<file path="config.mk">
export PLATFORM = sky130hd
export DESIGN_NAME = imem_loader_flat
export DESIGN_NICKNAME = d
export VERILOG_FILES = /design/src/rtl/imem_loader_pkg.sv /design/src/rtl/imem_loader_if.sv /design/src/rtl/imem_loader.sv /design/src/flat_wrapper.sv
export SDC_FILE = /design/constraint.sdc
export NUM_CORES = 1
export LEC_CHECK = 0
export BUFFER_PORTS_ARGS = -buffer_cell sky130_fd_sc_hd__buf_2
export CAP_MARGIN = 20
export CORE_ASPECT_RATIO = 0.8
export CORE_MARGIN = 10
export CORE_UTILIZATION = 29
export DETAILED_ROUTE_END_ITERATION = 8
export PLACE_DENSITY = 0.52
export SKIP_CTS_REPAIR_TIMING = 1
export SYNTH_ARGS = -nofsm -noshare
export SYNTH_HDL_FRONTEND = slang
export SYNTH_SLANG_ARGS = --single-unit
</file>
<file path="constraint.sdc">
create_clock -name iw_clk -period 5.55 [get_ports iw_clk]
set_input_delay 0 -clock iw_clk [delete_from_list [all_inputs] [get_ports iw_clk]]
set_output_delay 0 -clock iw_clk [all_outputs]
set_load 0.02 [all_outputs]
</file>
<file path="src/rtl/imem_loader_pkg.sv">
// imem_loader_pkg
//   Shared sizes and loader constants for the byte-stream program loader.
//   - SIZE_DATA / SIZE_ADDR : default instruction word and imem address widths
//   - SYNC_BYTE_DEFAULT     : default frame start marker
//   - state_t               : loader FSM state encoding
//   - bytes_per_word()      : bytes needed to carry one instruction word
package imem_loader_pkg;

    localparam int SIZE_DATA = 32;
    localparam int SIZE_ADDR = 10;

    localparam logic [7:0] SYNC_BYTE_DEFAULT = 8'hA5;

    typedef enum logic [2:0] {
        ST_IDLE   = 3'd0,
        ST_LEN_HI = 3'd1,
        ST_LEN_LO = 3'd2,
        ST_DATA   = 3'd3,
        ST_WRITE  = 3'd4,
        ST_CSUM   = 3'd5
    } state_t;

    function automatic int bytes_per_word(input int data_w);
        return (data_w + 7) / 8;
    endfunction

endpackage

</file>
<file path="src/rtl/imem_loader_if.sv">
// imem_loader_if
//   Byte-stream handshake plus imem write port used by the loader.
//   - iw_valid / iw_byte / or_ready : byte source handshake
//   - or_mem_we / or_mem_addr / or_mem_wdata : imem port 1 write
//   master : byte source / imem side
//   slave  : the loader
interface imem_loader_if #(
    parameter int DATA_W = imem_loader_pkg::SIZE_DATA,
    parameter int ADDR_W = imem_loader_pkg::SIZE_ADDR
) ();

    logic              iw_valid;
    logic [7:0]        iw_byte;
    logic              or_ready;
    logic              or_mem_we;
    logic [ADDR_W-1:0] or_mem_addr;
    logic [DATA_W-1:0] or_mem_wdata;

    modport master (
        output iw_valid, iw_byte,
        input  or_ready, or_mem_we, or_mem_addr, or_mem_wdata
    );

    modport slave (
        input  iw_valid, iw_byte,
        output or_ready, or_mem_we, or_mem_addr, or_mem_wdata
    );

endinterface

</file>
<file path="src/rtl/imem_loader.sv">
// imem_loader
//   Framed byte-stream program loader. Frame: SYNC, LEN_HI, LEN_LO, N words
//   of payload (MSB-first), CSUM = XOR of length and payload bytes. Each
//   assembled word is written to imem for one cycle. The core is held in
//   reset until a frame arrives with a correct checksum.
//   Ports:
//   - iw_clk, iw_rst : clock, asynchronous active-high reset
//   - bus            : byte handshake and imem write port (slave side)
//   - or_cpu_rst     : core reset request, active-high
//   - or_busy        : frame in progress
//   - or_done        : sticky, last frame loaded with good checksum
//   - or_err         : sticky, last frame had a checksum mismatch
module imem_loader
    import imem_loader_pkg::*;
#(
    parameter int               DATA_W    = SIZE_DATA,
    parameter int               ADDR_W    = SIZE_ADDR,
    parameter logic [ADDR_W-1:0] BASE_ADDR = '0,
    parameter logic [7:0]       SYNC_BYTE = SYNC_BYTE_DEFAULT
) (
    input  logic         iw_clk,
    input  logic         iw_rst,
    imem_loader_if.slave bus,
    output logic         or_cpu_rst,
    output logic         or_busy,
    output logic         or_done,
    output logic         or_err
);

    localparam int BPW   = bytes_per_word(DATA_W);
    localparam int SH_W  = BPW * 8;
    localparam int CNT_W = (BPW > 1) ? $clog2(BPW) : 1;

    state_t             state, state_nx;
    logic [15:0]        len_q;
    logic [7:0]         csum_q;
    logic [CNT_W-1:0]   bcnt_q;
    logic [SH_W-1:0]    sh_q;
    logic [SH_W+7:0]    sh_ext;
    logic [SH_W-1:0]    sh_nx;
    logic [ADDR_W-1:0]  addr_q;
    logic [ADDR_W-1:0]  mem_addr_q;
    logic [DATA_W-1:0]  mem_wdata_q;
    logic               accept;
    logic               last_byte;

    // Ready depends on state only; it is forced low while reset is held so
    // the source never sees a transfer window during reset.
    assign bus.or_ready     = (state != ST_WRITE) && !iw_rst;
    assign bus.or_mem_we    = (state == ST_WRITE);
    assign bus.or_mem_addr  = mem_addr_q;
    assign bus.or_mem_wdata = mem_wdata_q;

    assign accept    = bus.iw_valid && bus.or_ready;
    assign last_byte = (bcnt_q == CNT_W'(BPW - 1));

    // Going through a wider vector keeps the shift legal when BPW == 1.
    assign sh_ext = {sh_q, bus.iw_byte};
    assign sh_nx  = sh_ext[SH_W-1:0];

    always_ff @(posedge iw_clk or posedge iw_rst) begin
        if (iw_rst) state <= ST_IDLE;
        else        state <= state_nx;
    end

    always_comb begin
        // NOTE: default first so every path assigns state_nx; otherwise a latch is inferred.
        state_nx = state;
        unique case (state)
            ST_IDLE:   if (accept && bus.iw_byte == SYNC_BYTE) state_nx = ST_LEN_HI;
            ST_LEN_HI: if (accept) state_nx = ST_LEN_LO;
            ST_LEN_LO: if (accept)
                           state_nx = ({len_q[15:8], bus.iw_byte} == 16'd0) ? ST_CSUM : ST_DATA;
            ST_DATA:   if (accept && last_byte) state_nx = ST_WRITE;
            ST_WRITE:  state_nx = (len_q == 16'd1) ? ST_CSUM : ST_DATA;
            ST_CSUM:   if (accept) state_nx = ST_IDLE;
            default:   state_nx = ST_IDLE;
        endcase
    end

    always_ff @(posedge iw_clk or posedge iw_rst) begin
        if (iw_rst) begin
            // NOTE: non-blocking everywhere in clocked logic so every register sees pre-edge values.
            len_q       <= '0;
            csum_q      <= '0;
            bcnt_q      <= '0;
            sh_q        <= '0;
            addr_q      <= BASE_ADDR;
            mem_addr_q  <= BASE_ADDR;
            mem_wdata_q <= '0;
            or_cpu_rst  <= 1'b1;
            or_busy     <= 1'b0;
            or_done     <= 1'b0;
            or_err      <= 1'b0;
        end else begin
            unique case (state)
                ST_IDLE: if (accept && bus.iw_byte == SYNC_BYTE) begin
                    or_done    <= 1'b0;
                    or_err     <= 1'b0;
                    or_busy    <= 1'b1;
                    or_cpu_rst <= 1'b1;
                    addr_q     <= BASE_ADDR;
                    csum_q     <= '0;
                    bcnt_q     <= '0;
                end
                ST_LEN_HI: if (accept) begin
                    len_q[15:8] <= bus.iw_byte;
                    csum_q      <= csum_q ^ bus.iw_byte;
                end
                ST_LEN_LO: if (accept) begin
                    len_q[7:0] <= bus.iw_byte;
                    csum_q     <= csum_q ^ bus.iw_byte;
                    bcnt_q     <= '0;
                end
                ST_DATA: if (accept) begin
                    sh_q   <= sh_nx;
                    csum_q <= csum_q ^ bus.iw_byte;
                    if (last_byte) begin
                        // Capture the write beat here so it is registered during WRITE
                        // and holds afterwards.
                        bcnt_q      <= '0;
                        mem_addr_q  <= addr_q;
                        mem_wdata_q <= sh_nx[DATA_W-1:0];
                    end else begin
                        bcnt_q <= bcnt_q + 1'b1;
                    end
                end
                ST_WRITE: begin
                    addr_q <= addr_q + 1'b1;
                    len_q  <= len_q - 16'd1;
                end
                ST_CSUM: if (accept) begin
                    or_busy <= 1'b0;
                    if (bus.iw_byte == csum_q) begin
                        or_done    <= 1'b1;
                        or_cpu_rst <= 1'b0;
                    end else begin
                        or_err <= 1'b1;
                    end
                end
                default: ;
            endcase
        end
    end

endmodule

</file>
<file path="src/flat_wrapper.sv">
// flat-port wrapper written by rule: the top's interface ports become plain ports
module imem_loader_flat import imem_loader_pkg::*;
#(
    parameter int               DATA_W    = SIZE_DATA,
    parameter int               ADDR_W    = SIZE_ADDR,
    parameter logic [ADDR_W-1:0] BASE_ADDR = '0,
    parameter logic [7:0]       SYNC_BYTE = SYNC_BYTE_DEFAULT
)
  (iw_clk, iw_rst, or_cpu_rst, or_busy, or_done, or_err, bus_iw_valid, bus_iw_byte, bus_or_ready, bus_or_mem_we, bus_or_mem_addr, bus_or_mem_wdata);
  imem_loader_if #(.DATA_W(DATA_W), .ADDR_W(ADDR_W)) bus_i ();
  input  logic iw_clk;
  input  logic iw_rst;
  output logic or_cpu_rst;
  output logic or_busy;
  output logic or_done;
  output logic or_err;
  input wire logic [$bits(bus_i.iw_valid)-1:0] bus_iw_valid;
  input wire logic [$bits(bus_i.iw_byte)-1:0] bus_iw_byte;
  output wire logic [$bits(bus_i.or_ready)-1:0] bus_or_ready;
  output wire logic [$bits(bus_i.or_mem_we)-1:0] bus_or_mem_we;
  output wire logic [$bits(bus_i.or_mem_addr)-1:0] bus_or_mem_addr;
  output wire logic [$bits(bus_i.or_mem_wdata)-1:0] bus_or_mem_wdata;
  assign bus_i.iw_valid = bus_iw_valid;
  assign bus_i.iw_byte = bus_iw_byte;
  assign bus_or_ready = bus_i.or_ready;
  assign bus_or_mem_we = bus_i.or_mem_we;
  assign bus_or_mem_addr = bus_i.or_mem_addr;
  assign bus_or_mem_wdata = bus_i.or_mem_wdata;
  imem_loader #(.DATA_W(DATA_W), .ADDR_W(ADDR_W), .BASE_ADDR(BASE_ADDR), .SYNC_BYTE(SYNC_BYTE)) u_core (.iw_clk(iw_clk), .iw_rst(iw_rst), .bus(bus_i), .or_cpu_rst(or_cpu_rst), .or_busy(or_busy), .or_done(or_done), .or_err(or_err));
endmodule
</file>
==> results.md, run 1 <==
- The maximum clock path buffer count is 2.
- The remaining number of nets flagged by the antenna check after routing is 0.
- The final number of max-transition violations came to 0.
- The netlist area before placement is a little over 5000 um2.
- The critical path's top delay family is compound AO/OA/AOI/OAI gates.
- Subtracting the final worst setup slack from the clock period gives between 2000 and 3000 ps.
- The xor and xnor area share after synthesis is between 2 and 2.5%.
- The growth of design area from synthesis to finish is 15.7%.
- The worst hold path belongs to the class primary input to flop.
- The adder-cell share of the synthesized area is less than 1%.
- The post-route fraction of the period consumed by the critical path is 45.9%.
- The share of the synthesized area in the top cell type is between 50% and 60%.
- The signal on the critical path passes through or3b_1, clkinv_4, a21oi_1, a21oi_1, o221a_2.
- The analysis attributes to cell leakage a power of 2.64 nW.
- Of all flip-flops after synthesis, the portion carrying an async set or reset was between 90% and 100%.
- The transition time of the tightest slew-check pin is around 1000 ps.
- At the end of the flow, the number of nets in the layout was about 500.
- The number of max-cap violations is 0.
- The worst pin sits at a relative slew slack of 29.8%.
- The portion of synthesized area spent on multiplexers is between 15 and 20%.
- The number of remaining DRC errors is 0.
- The register bit count reported by yosys is around 110.
- The worst-case setup slack after placement is around 3000 ps.
- The largest family of logic cells by synthesized area is multiplexers.
- The number of clock buffers inserted by TritonCTS is 9.
- The overall fraction of global-route tracks in use is between 10% and 20%.
- Synthesis produced about 440 cells.
- After floorplanning, the core was sized to cover ~17,000 um2.
- The total clock sinks is 109.
- The die covers 23,300 um2.
- The area fraction in and, or, nand and nor cells after synthesis is 12.4%.
- The critical path is of the flop to flop type.
- The final clock skew is 9.02 ps.
- The clock tree synthesis step divided the H-tree into 3 levels.
- CTS placed an instance of sky130_fd_sc_hd__clkbuf_16 at the clock tree root.
- During I/O placement, the number of pins put on the boundary was 59.
- The cell type of the slowest stage on the worst timing path is sky130_fd_sc_hd__dfrtp_1.
- The remaining global-route overflow is 0.
- The total via count in the routed design is around 3,700.
- The number of failing setup endpoints in the final timing report is 0.
- The data arrival time of the worst path is ~2800 ps.
- The via count of the first global-routing pass is 3,812.
- The compound-gate portion of the synthesized area is 11.9%.
- The critical path's largest stage delay is ~660 ps.
- The total power density per cell area is approximately 510 nW/um2.
- The post-synth net total is 453.
- The sum of buffers and inverters on the critical path is 1.
- The fraction of layout cells with a size suffix above 1 is a little under a third.
- The wire length of the first global-routing pass is a little over 20,000 um.
- The die boundary width is around 170 um.
- The largest net degree at the start of global routing is a little over 60.
- Dividing the detail-routed wire length by the instance count gives roughly 17 um.
- The length of the first detailed-routing pass in iterations is 4.
- Sorting the synthesized cells by area gives the leading types as sky130_fd_sc_hd__dfrtp_1 53%, sky130_fd_sc_hd__mux2_2 15%, sky130_fd_sc_hd__o21ai_0 1.9%, sky130_fd_sc_hd__nor2_1 1.8%, sky130_fd_sc_hd__xnor2_1 1.7%.
- The startpoint kind of the worst setup timing path is a flop.
- After layout, the design draws a total of between 3 and 4 mW.
- The flow ran to the end, and the final reports show no timing, DRC or antenna violations.
- The highest clock frequency the design can meet is 0.392 GHz.
- During synthesis, Yosys emitted a total of 0 warnings.
- For the final routed database, the setup TNS stands at 0 ps.
- The number of buffer cells added on primary ports is between 50 and 60.
- After clock tree synthesis, the clock-pin slew on the worst setup and hold paths is ~80 ps.
- The tightest hold path in the finished design has a slack of around 40 ps.
- The floorplan row count is 43.
- The number of failing hold endpoints at the final stage is 0.
- The TritonCTS clock tree is yes.
- From bottom edge to top edge, the die measures 139 um.
- The via count normalized by instance count is about 5.1.
- The wire length after detailed routing is 12,300 um.
- The clock insertion delay at the later pin of the skew report is ~350 ps.
- The final core utilization is 34.0%.
- The placed wire-length estimate after detailed placement is between 8000 and 9000 um.
- A synthesized cell averages 11.6 um2.
- The fill cell instance count of the final layout is roughly 1,800.
- VDD sags by at most 152 uV.
- Once routing completed, OpenROAD measured the worst setup slack at 3000 ps.
- The largest fanout on the critical path is 24.
- Counting stages on the worst path, the most repeated cell is sky130_fd_sc_hd__a21oi_1.
- The sequential share of the synthesized area is 53.5%.
- STA classifies the critical path endpoint as a flop.
- The number of antenna violations at the first check in global routing came to 1.
- The synthesized design contains 0 enable-type register cells.
- Routability-driven placement finished with a final weighted congestion of slightly above 0.8.
- Setup repair after global routing left no endpoint under its margin.
- The prevailing post-synth register cell is sky130_fd_sc_hd__dfrtp_1.
- After synthesis, the netlist uses between 50 and 60 different library cells.
- The detailed router finished its first iteration with roughly 230 violations.
- The largest area contributor in the synthesized netlist is sky130_fd_sc_hd__dfrtp_1.
- Once the floorplan was initialized, standard cells occupied roughly 29% of the core.
- The required time of the worst setup path is 5790 ps.
per-stage QoR:
stage	std cells	area, um2
after global routing	712	5900
final	713	5900
after detailed placement	695	5580
after floorplan	438	5100
after global placement	694	5550
after CTS	711	5890
power by group:
part           leakage (nW)  switching (mW)  internal (mW)
sequential             1.35           0.283           1.11
clock                 0.155           0.298          0.367
combinational          1.14           0.506          0.445
total                  2.64            1.09           1.92
flip-flops by register name, indices dropped and copies added (netlist names):
name and count:
u_core.bus.or_mem_wdata 32, u_core.sh_q 24, u_core.len_q 16, u_core.addr_q 10, u_core.bus.or_mem_addr 10, u_core.csum_q 8, u_core.state 3, u_core.bcnt_q 2
u_core.or_busy 1, u_core.or_cpu_rst 1, u_core.or_done 1, u_core.or_err 1
cells by family (layout without fill, tap and decap cells):
family / after synthesis / after routing
flip-flops: 109 / 109
XOR/XNOR: 12 / 12
AND/OR/NAND/NOR: 117 / 117
adder cells (fa/ha/maj): 4 / 4
other: 0 / 1
AO/OA/AOI/OAI: 86 / 86
multiplexers: 71 / 71
buffers and inverters: 39 / 88
final cells by class:
class                           count  area [um2]  share of cell area [%]
Clock inverter                      6        68.8                    1.17
Timing Repair Buffer               62         343                    5.81
Clock buffer                       10         239                    4.05
Inverter                           10        45.0                   0.764
Antenna cell                        1        2.50                  0.0424
Multi-Input combinational cell    290        2190                    37.1
Sequential cell                   109        2730                    46.3
Tap cell                          225         282                    4.77
worst register-to-register path, cell delays in order (launching register included):
cell and delay [ps]:
sky130_fd_sc_hd__dfrtp_1 660, sky130_fd_sc_hd__or3b_1 630, sky130_fd_sc_hd__clkinv_4 340, sky130_fd_sc_hd__a21oi_1 490, sky130_fd_sc_hd__a21oi_1 80, sky130_fd_sc_hd__o221a_2 260
cell usage after synthesis, types with 4 or more instances:
library cell               count
sky130_fd_sc_hd__ha_1          4
sky130_fd_sc_hd__mux2i_1       5
sky130_fd_sc_hd__mux2_2       66
sky130_fd_sc_hd__nand2b_1     12
sky130_fd_sc_hd__a21oi_1       9
sky130_fd_sc_hd__buf_2        14
sky130_fd_sc_hd__nor2b_1       5
sky130_fd_sc_hd__nand2_1      17
sky130_fd_sc_hd__nand3_1      13
sky130_fd_sc_hd__o211ai_1      7
sky130_fd_sc_hd__clkbuf_1     12
sky130_fd_sc_hd__nand4_1      12
sky130_fd_sc_hd__o21ai_0      19
sky130_fd_sc_hd__xnor2_1      10
sky130_fd_sc_hd__a31oi_1       6
sky130_fd_sc_hd__nor3_1       13
sky130_fd_sc_hd__inv_1         9
sky130_fd_sc_hd__nor2_1       24
sky130_fd_sc_hd__dfrtp_1     108
sky130_fd_sc_hd__a22o_1        4
sky130_fd_sc_hd__o31ai_1       9
sky130_fd_sc_hd__o311ai_0      5
layer usage:
metal,routed length [um],track usage (%)
met5,0,0
met4,190,3.89
met3,582,3.03
met2,5590,16.1
met1,5940,13.9
path summary, 6_finish.rpt:
kind	start	end	slack, ps	cells past startpoint
worst max register to register	u_core.state[0]	u_core.len_q[14]	3000	5
worst min-delay path	bus_iw_byte[1]	u_core.len_q[9]	40	3
max in group asynchronous	iw_rst	u_core.sh_q[0]	3990	4
worst max-delay path	u_core.state[0]	u_core.len_q[14]	3000	5
min in group asynchronous	iw_rst	u_core.len_q[13]	350	3
worst min register to register	u_core.addr_q[9]	u_core.addr_q[9]	490	1
placed cells by master (no fill, tap or decap), types with 3 or more instances in the layout:
cell type and count:
sky130_fd_sc_hd__inv_1 8, sky130_fd_sc_hd__a21oi_1 9, sky130_fd_sc_hd__or4_1 3, sky130_fd_sc_hd__clkbuf_16 9, sky130_fd_sc_hd__ha_1 4, sky130_fd_sc_hd__nand3_1 13
sky130_fd_sc_hd__o21a_1 3, sky130_fd_sc_hd__mux2i_1 5, sky130_fd_sc_hd__xnor2_1 10, sky130_fd_sc_hd__nand4_1 12, sky130_fd_sc_hd__a22o_1 4, sky130_fd_sc_hd__nand2b_1 12
sky130_fd_sc_hd__o211ai_1 7, sky130_fd_sc_hd__o21ai_0 19, sky130_fd_sc_hd__nor2_1 24, sky130_fd_sc_hd__nand2_1 17, sky130_fd_sc_hd__o31ai_1 9, sky130_fd_sc_hd__and3_1 3
sky130_fd_sc_hd__nor2b_1 5, sky130_fd_sc_hd__o311ai_0 5, sky130_fd_sc_hd__mux2_2 66, sky130_fd_sc_hd__a31oi_1 6, sky130_fd_sc_hd__a2bb2oi_1 3, sky130_fd_sc_hd__nor4_1 3
sky130_fd_sc_hd__dfrtp_1 108, sky130_fd_sc_hd__buf_2 58, sky130_fd_sc_hd__nor3_1 13
Note: power is estimated with default switching activity, not from simulation.
==> inputs of run 2 (changes only) <==
Clock period 5.55 ns to 2.6 ns, I/O delays scaled along.
==> run 2 against run 1 <==
Compared with the run above: global-route usage is 0.10 points higher; sequential share of layout area hardly changed; sequential power increased by 110%.
==> results.md, run 2 (same netlist as run 1, synthesis figures left out) <==
- Before CTS, the worst setup slack after placement is 608 ps.
- Once placement completed, the tool counted placed cells totaling 703.
- For the worst setup path, the data required time is 2870 ps.
- The floorplan row count is 43.
- The clock insertion delay at the later pin of the skew report is about 350 ps.
- The sum of buffers and inverters on the critical path is 0.
- The signal on the critical path passes through nor3_1, nand2_1, or4_1, a31oi_1.
- In this design, the largest share of critical-path delay is due to simple AND/OR/NAND/NOR gates.
- The number of clock buffers inserted by TritonCTS is 9.
- The overall power of the completed layout is 6.32 mW.
- The wire-length estimate of the detail-placed layout is between 8000 and 9000 um.
- The tightest hold path in the finished design has a slack of between 30 and 40 ps.
- The setup TNS is 0 ps.
- The wire length after detailed routing is ~12,000 um.
- The critical path's largest stage delay is 660 ps.
- The final number of max-transition violations is 0.
- The highest clock frequency the design can meet is 0.490 GHz.
- The shortest clock period the worst path allows after layout is 2040 ps.
- Clock tree synthesis selected as its root buffer the cell sky130_fd_sc_hd__clkbuf_16.
- The congestion estimate from routability-driven global placement came to 0.857.
- The count of inserted antenna diode cells is 0.
- The number of failing hold endpoints at the final stage came to 0.
- The maximum clock path buffer count is 2.
- The transition time of the tightest slew-check pin is roughly 900 ps.
- The worst setup path is launched from a flop.
- The analysis attributes to cell leakage a power of roughly 2.6 nW.
- In this run the worst hold path is classified as primary input to flop.
- The number of buffer cells added on primary ports is a little under 60.
- The cell type of the slowest stage on the worst timing path is sky130_fd_sc_hd__nor3_1.
- The total via count in the routed design is ~3,600.
- The net count of the finished layout is 505.
- The total power density per cell area is 1070 nW/um2.
- After clock tree synthesis, the clock-pin slew on the worst setup and hold paths is approximately 70 ps.
- The remaining global-route overflow is 0.
- The post-detailed-placement cell area is ~5600 um2.
- The via count of the first global-routing pass is between 3,000 and 4,000.
- The remaining number of nets flagged by the antenna check after routing is 0.
- The wire length of the first global-routing pass is a little over 20,000 um.
- The setup slack of the critical path after layout is ~560 ps.
- The total clock sinks is ~110.
- The TritonCTS clock tree is yes.
- For this run, the number of standard cells in the final layout without fillers is between 700 and 800.
- Of the cells placed in the final design, the portion with a size suffix greater than 1 is 31.6%.
- The overall die area is around 23,000 um2.
- The routed wire length per instance is between 15 and 20 um.
- Dividing the detail-routed via count by the number of cells gives 5.01.
- The first TritonRoute pass finished after 5 iterations.
- The filler cells instantiated in the layout total approximately 1,800.
- The register with the most flip-flops in the layout has 32 of them.
- The largest net degree at the start of global routing is roughly 70.
- The effective utilization at floorplan is between 20 and 30%.
- The run finished with clean final reports.
- The critical path endpoint category is a flop.
- The commonest non-fill, non-tap cell in the layout is sky130_fd_sc_hd__dfrtp_1.
- The largest fanout on the critical path is 7.
- The library cells used most frequently in the layout, excluding fill and tap cells, are 108 x sky130_fd_sc_hd__dfrtp_1, 66 x sky130_fd_sc_hd__mux2_2, 58 x sky130_fd_sc_hd__buf_2.
- Dividing the final minimum period by the clock period gives 78.4%.
- Setup repair after global routing left no endpoint under its margin.
- The area growth from synthesis to layout is 15.7%.
- slightly below 60 I/O pins were placed.
- The die boundary width is around 170 um.
- The number of antenna violations at the first check in global routing is 0.
- The core region is 17,300 um2.
- The initial detailed-routing violation count is 290.
- On the final layout, the worst clock skew is 6.93 ps.
- The final cell area excluding filler cells is around 6000 um2.
- The number of remaining DRC errors is 0.
- The worst-case headroom to the max-slew limit is just over 40%.
- The tool flagged a number of max-cap violations equal to 0.
- Setup violations remaining at the end of the flow were counted as 0.
- For the worst setup path, the data arrival time is about 2300 ps.
- The die is 139 um tall.
- The number of levels in the clock H-tree is 3.
- The final core utilization is 34.0%.
- The overall fraction of global-route tracks in use is between 10% and 20%.
- The type of the worst setup path is flop to flop.
- The worst voltage drop across the vdd grid is ~360 uV.
-- run 2: worst min-delay path, delay by kind of cell --
kind / cells / cell delay, ps
buffers and inverters: 1 / 180
AND/OR/NAND/NOR: 1 / 90
AO/OA/AOI/OAI: 1 / 70
-- run 2: where the power goes --
| part | leakage (nW) | internal, mW | switching (mW) |
|---|---|---|---|
| clock | 0.129 | 0.674 | 0.610 |
| combinational | 1.16 | 0.971 | 1.14 |
| sequential | 1.35 | 2.38 | 0.548 |
| total | 2.64 | 4.02 | 2.30 |
-- run 2: area by class of cell --
cell class / count / area (um2) / share of cell area, %
inverters: 10 / 46.3 / 0.785
repair buffers: 70 / 383 / 6.49
flip-flops and latches: 109 / 2730 / 46.3
well taps: 225 / 282 / 4.77
multi-input cells: 290 / 2190 / 37.1
clock buffers: 12 / 246 / 4.18
clock inverters: 3 / 21.3 / 0.361
-- run 2: final timing paths --
path	depth (start not counted)	slack (ps)	startpoint	to
min	3	40	bus_iw_byte[2]	u_core.len_q[2]
min reg2reg	1	480	u_core.addr_q[9]	u_core.addr_q[9]
max in group asynchronous	4	1460	iw_rst	u_core.bus.or_mem_wdata[16]
min in group asynchronous	4	420	iw_rst	u_core.bus.or_mem_addr[0]
max reg2reg	4	560	u_core.len_q[4]	u_core.len_q[9]
max	4	560	u_core.len_q[4]	u_core.len_q[9]
-- run 2: metal layers --
metal  global-route usage (%)  vias up  share of wire, %
li1                         -     1713                 -
met1                     14.3     1804                48
met2                     16.2       80                46
met3                     3.57        8               5.7
met4                     2.74        0              0.84
met5                        0        -                 0
==> inputs of run 3 (changes only) <==
Settings changed: PLACE_DENSITY 0.52 to 0.54.
Clock period 2.6 ns to 1.75 ns, I/O delays scaled along.
==> run 3 against run 2 <==
Compared with the run above: clock power is 63% higher; total power increased by 55%; final area increased by 5.7%; critical endpoint unchanged; largest cell class unchanged; via count increased by 4.9%; worst setup slack worse by 510 ps.
==> results.md, run 3 (same netlist as run 1, synthesis figures left out) <==
- The flow ran to the end, and the final reports show no timing, DRC or antenna violations.
- The first element of the critical path is u_core.state[1].
- The startpoint identified for the worst hold timing path is bus_iw_byte[2].
- The net count of the finished layout is between 500 and 600.
- Data on the critical path arrives at its endpoint at 1960 ps.
- The clock passes through at most 2 buffers.
- The endpoint identified for the worst register-to-register timing path is u_core.len_q[9].
- STA classifies the critical path endpoint as a flop.
- Leaving out fill and tap cells, the most frequent cell in the layout is sky130_fd_sc_hd__dfrtp_1.
- For this block, the initial DRC count from the detailed router was 289.
- The highest clock frequency the design can meet is a little under 0.6 GHz.
- The sink of the worst hold path is u_core.len_q[2].
- For this run, the number of standard cells in the final layout without fillers is 750.
- The internal reg-to-reg setup slack is between 50 and 60 ps.
- The sequential cells in the finished layout cover a total of between 2000 and 3000 um2.
- The number of ports placed on the die boundary is 59.
- The floorplan row count is between 40 and 50.
- After detailed routing, the average wire length per cell comes to 16.7 um.
- For this run, design rule violations remaining after detail routing come to 0.
- The final number of max-transition violations is 0.
- Counting both buffers and inverters, the worst setup path holds a total of 1.
- The via count of the first global-routing pass came to just under 4,000.
- At the end of routability-driven placement, the weighted congestion stood at roughly 0.9.
- At the pin with the least slew margin, the transition time is 471 ps.
- From bottom edge to top edge, the die measures about 140 um.
- The total clock sinks is 109.
- The hold path depth is 4.
- The largest fanout on the critical path is 7.
- Hold is met by ~75 ps.
- The master cell of the clock root buffer is sky130_fd_sc_hd__clkbuf_16.
- TritonCTS built the clock tree.
- Overall power consumption after layout is estimated at just under 10 mW.
- Once detail routing completed, the nets flagged for antenna violations numbered 0.
- The worst voltage drop across the vdd grid is ~470 uV.
- Measured in cells, the most critical reg-to-reg path has a length of 5.
- The number of antenna violations at the first check in global routing is 0.
- The clock insertion delay at the later pin of the skew report is roughly 350 ps.
- After detailed placement, the total cell area comes to just under 6000 um2.
- The worst pin sits at a relative slew slack of 68.4%.
- In this run, placement finished with an instance count of between 700 and 800.
- The final clock skew is 9.75 ps.
- The fraction of layout cells with a size suffix above 1 is around 37%.
- Traced cell by cell, the critical path runs through or3b_4, clkinv_4, nand2_2, or4_1, a31oi_1.
- The number of failing hold endpoints at the final stage is 0.
- Global routing finished with a remaining overflow of 0.
- The wire length of the first global-routing pass is about 21,000 um.
- The first detailed-routing pass took 4 iterations.
- The worst setup path is launched from a flop.
- The shortest clock period the worst path allows after layout is between 1500 and 2000 ps.
- In the layout the commonest cells are 107 x sky130_fd_sc_hd__dfrtp_1, 66 x sky130_fd_sc_hd__mux2_2, 58 x sky130_fd_sc_hd__buf_2.
- For the final routed database, the setup TNS stands at 0 ps.
- The finished cells cover 6230 um2.
- The via count normalized by instance count is 5.04.
- From left edge to right edge, the die measures between 150 and 200 um.
- Buffers placed on the I/O ports in this run total 58.
- The effective utilization at floorplan is about 29%.
- The number of failing setup endpoints in the final timing report is 0.
- The standby leakage power is between 2 and 3 nW.
- The post-route fraction of the period consumed by the critical path is roughly 97%.
- Once detailed placement completed, the half-perimeter wirelength came to between 8000 and 9000 um.
- The register with the most flip-flops in the layout has 32 of them.
- Once routing completed, OpenROAD measured the worst setup slack at approximately 55 ps.
- Data on the critical path is required at its endpoint by between 2000 and 2500 ps.
- The core footprint is 17,300 um2.
- The area growth from synthesis to layout is 22.3%.
- The wire length after detailed routing is ~13,000 um.
- The min-delay analysis places its worst path in the category primary input to flop.
- The cell type of the slowest stage on the worst timing path is sky130_fd_sc_hd__or4_1.
- The area of the multi-input gates is ~2200 um2.
- The clock slew at the register clock pins of the worst setup and hold paths is roughly 70 ps.
- The H-tree was split into 3 levels.
- The critical path's largest stage delay is between 400 and 500 ps.
- Summing over every cut layer, the via total after detailed routing is approximately 3,800.
- The worst flop-to-flop path startpoint is u_core.state[1].
- The critical path's top delay family is simple AND/OR/NAND/NOR gates.
- The die covers roughly 23,000 um2.
- The fill cell instance count of the final layout is about 1,700.
- Entering global routing, the biggest net connects 57 pins.
- The worst setup path is of the flop to flop kind.
- The worst-case setup slack after placement is ~27 ps.
- The overall fraction of global-route tracks in use is roughly a tenth.
- The number of antenna diodes in the final layout is 0.
- The number of clock buffers inserted by TritonCTS is 9.
- Max-cap violations in this run came to 0.
- The final core utilization is about 36%.
- The total power density per cell area is between 1500 and 2000 nW/um2.
==> run 3: cell type report <==
class                   instances  share of cell area [%]
well taps                     225                    4.52
clock buffers                  12                    3.95
clock inverters                 4                   0.883
repair buffers                100                    10.6
inverters                      10                   0.743
flip-flops and latches        109                    43.8
multi-input cells             290                    35.5
==> run 3: routing by layer <==
layer  wire length (um)  global-route usage [%]
met5                  0                       0
met4                214                    3.71
met3                575                    2.41
met2               5590                    16.2
met1               6160                    14.5
==> run 3: how the worst max path moves through the flow <==
stage / end / slack (ps) / cells after the start
after floorplan: u_core.len_q[9] / -7 / 7
after global placement: u_core.len_q[9] / 70 / 5
after detailed placement: u_core.len_q[10] / 30 / 5
after CTS: bus_or_ready / -20 / 5
after global routing: bus_or_ready / -4 / 5
final: u_core.len_q[9] / 60 / 5
==> run 3: worst register-to-register path, cell delays in order (launching register included) <==
cell	delay [ps]
sky130_fd_sc_hd__dfrtp_2	450
sky130_fd_sc_hd__or3b_4	410
sky130_fd_sc_hd__clkinv_4	90
sky130_fd_sc_hd__nand2_2	50
sky130_fd_sc_hd__or4_1	470
sky130_fd_sc_hd__a31oi_1	150
==> run 3: power breakdown <==
group / switching [mW] / internal, mW / total [mW] / leakage (nW)
sequential: 0.758 / 3.54 / 4.29 / 1.35
clock: 0.930 / 1.16 / 2.09 / 0.143
combinational: 1.78 / 1.61 / 3.40 / 1.34
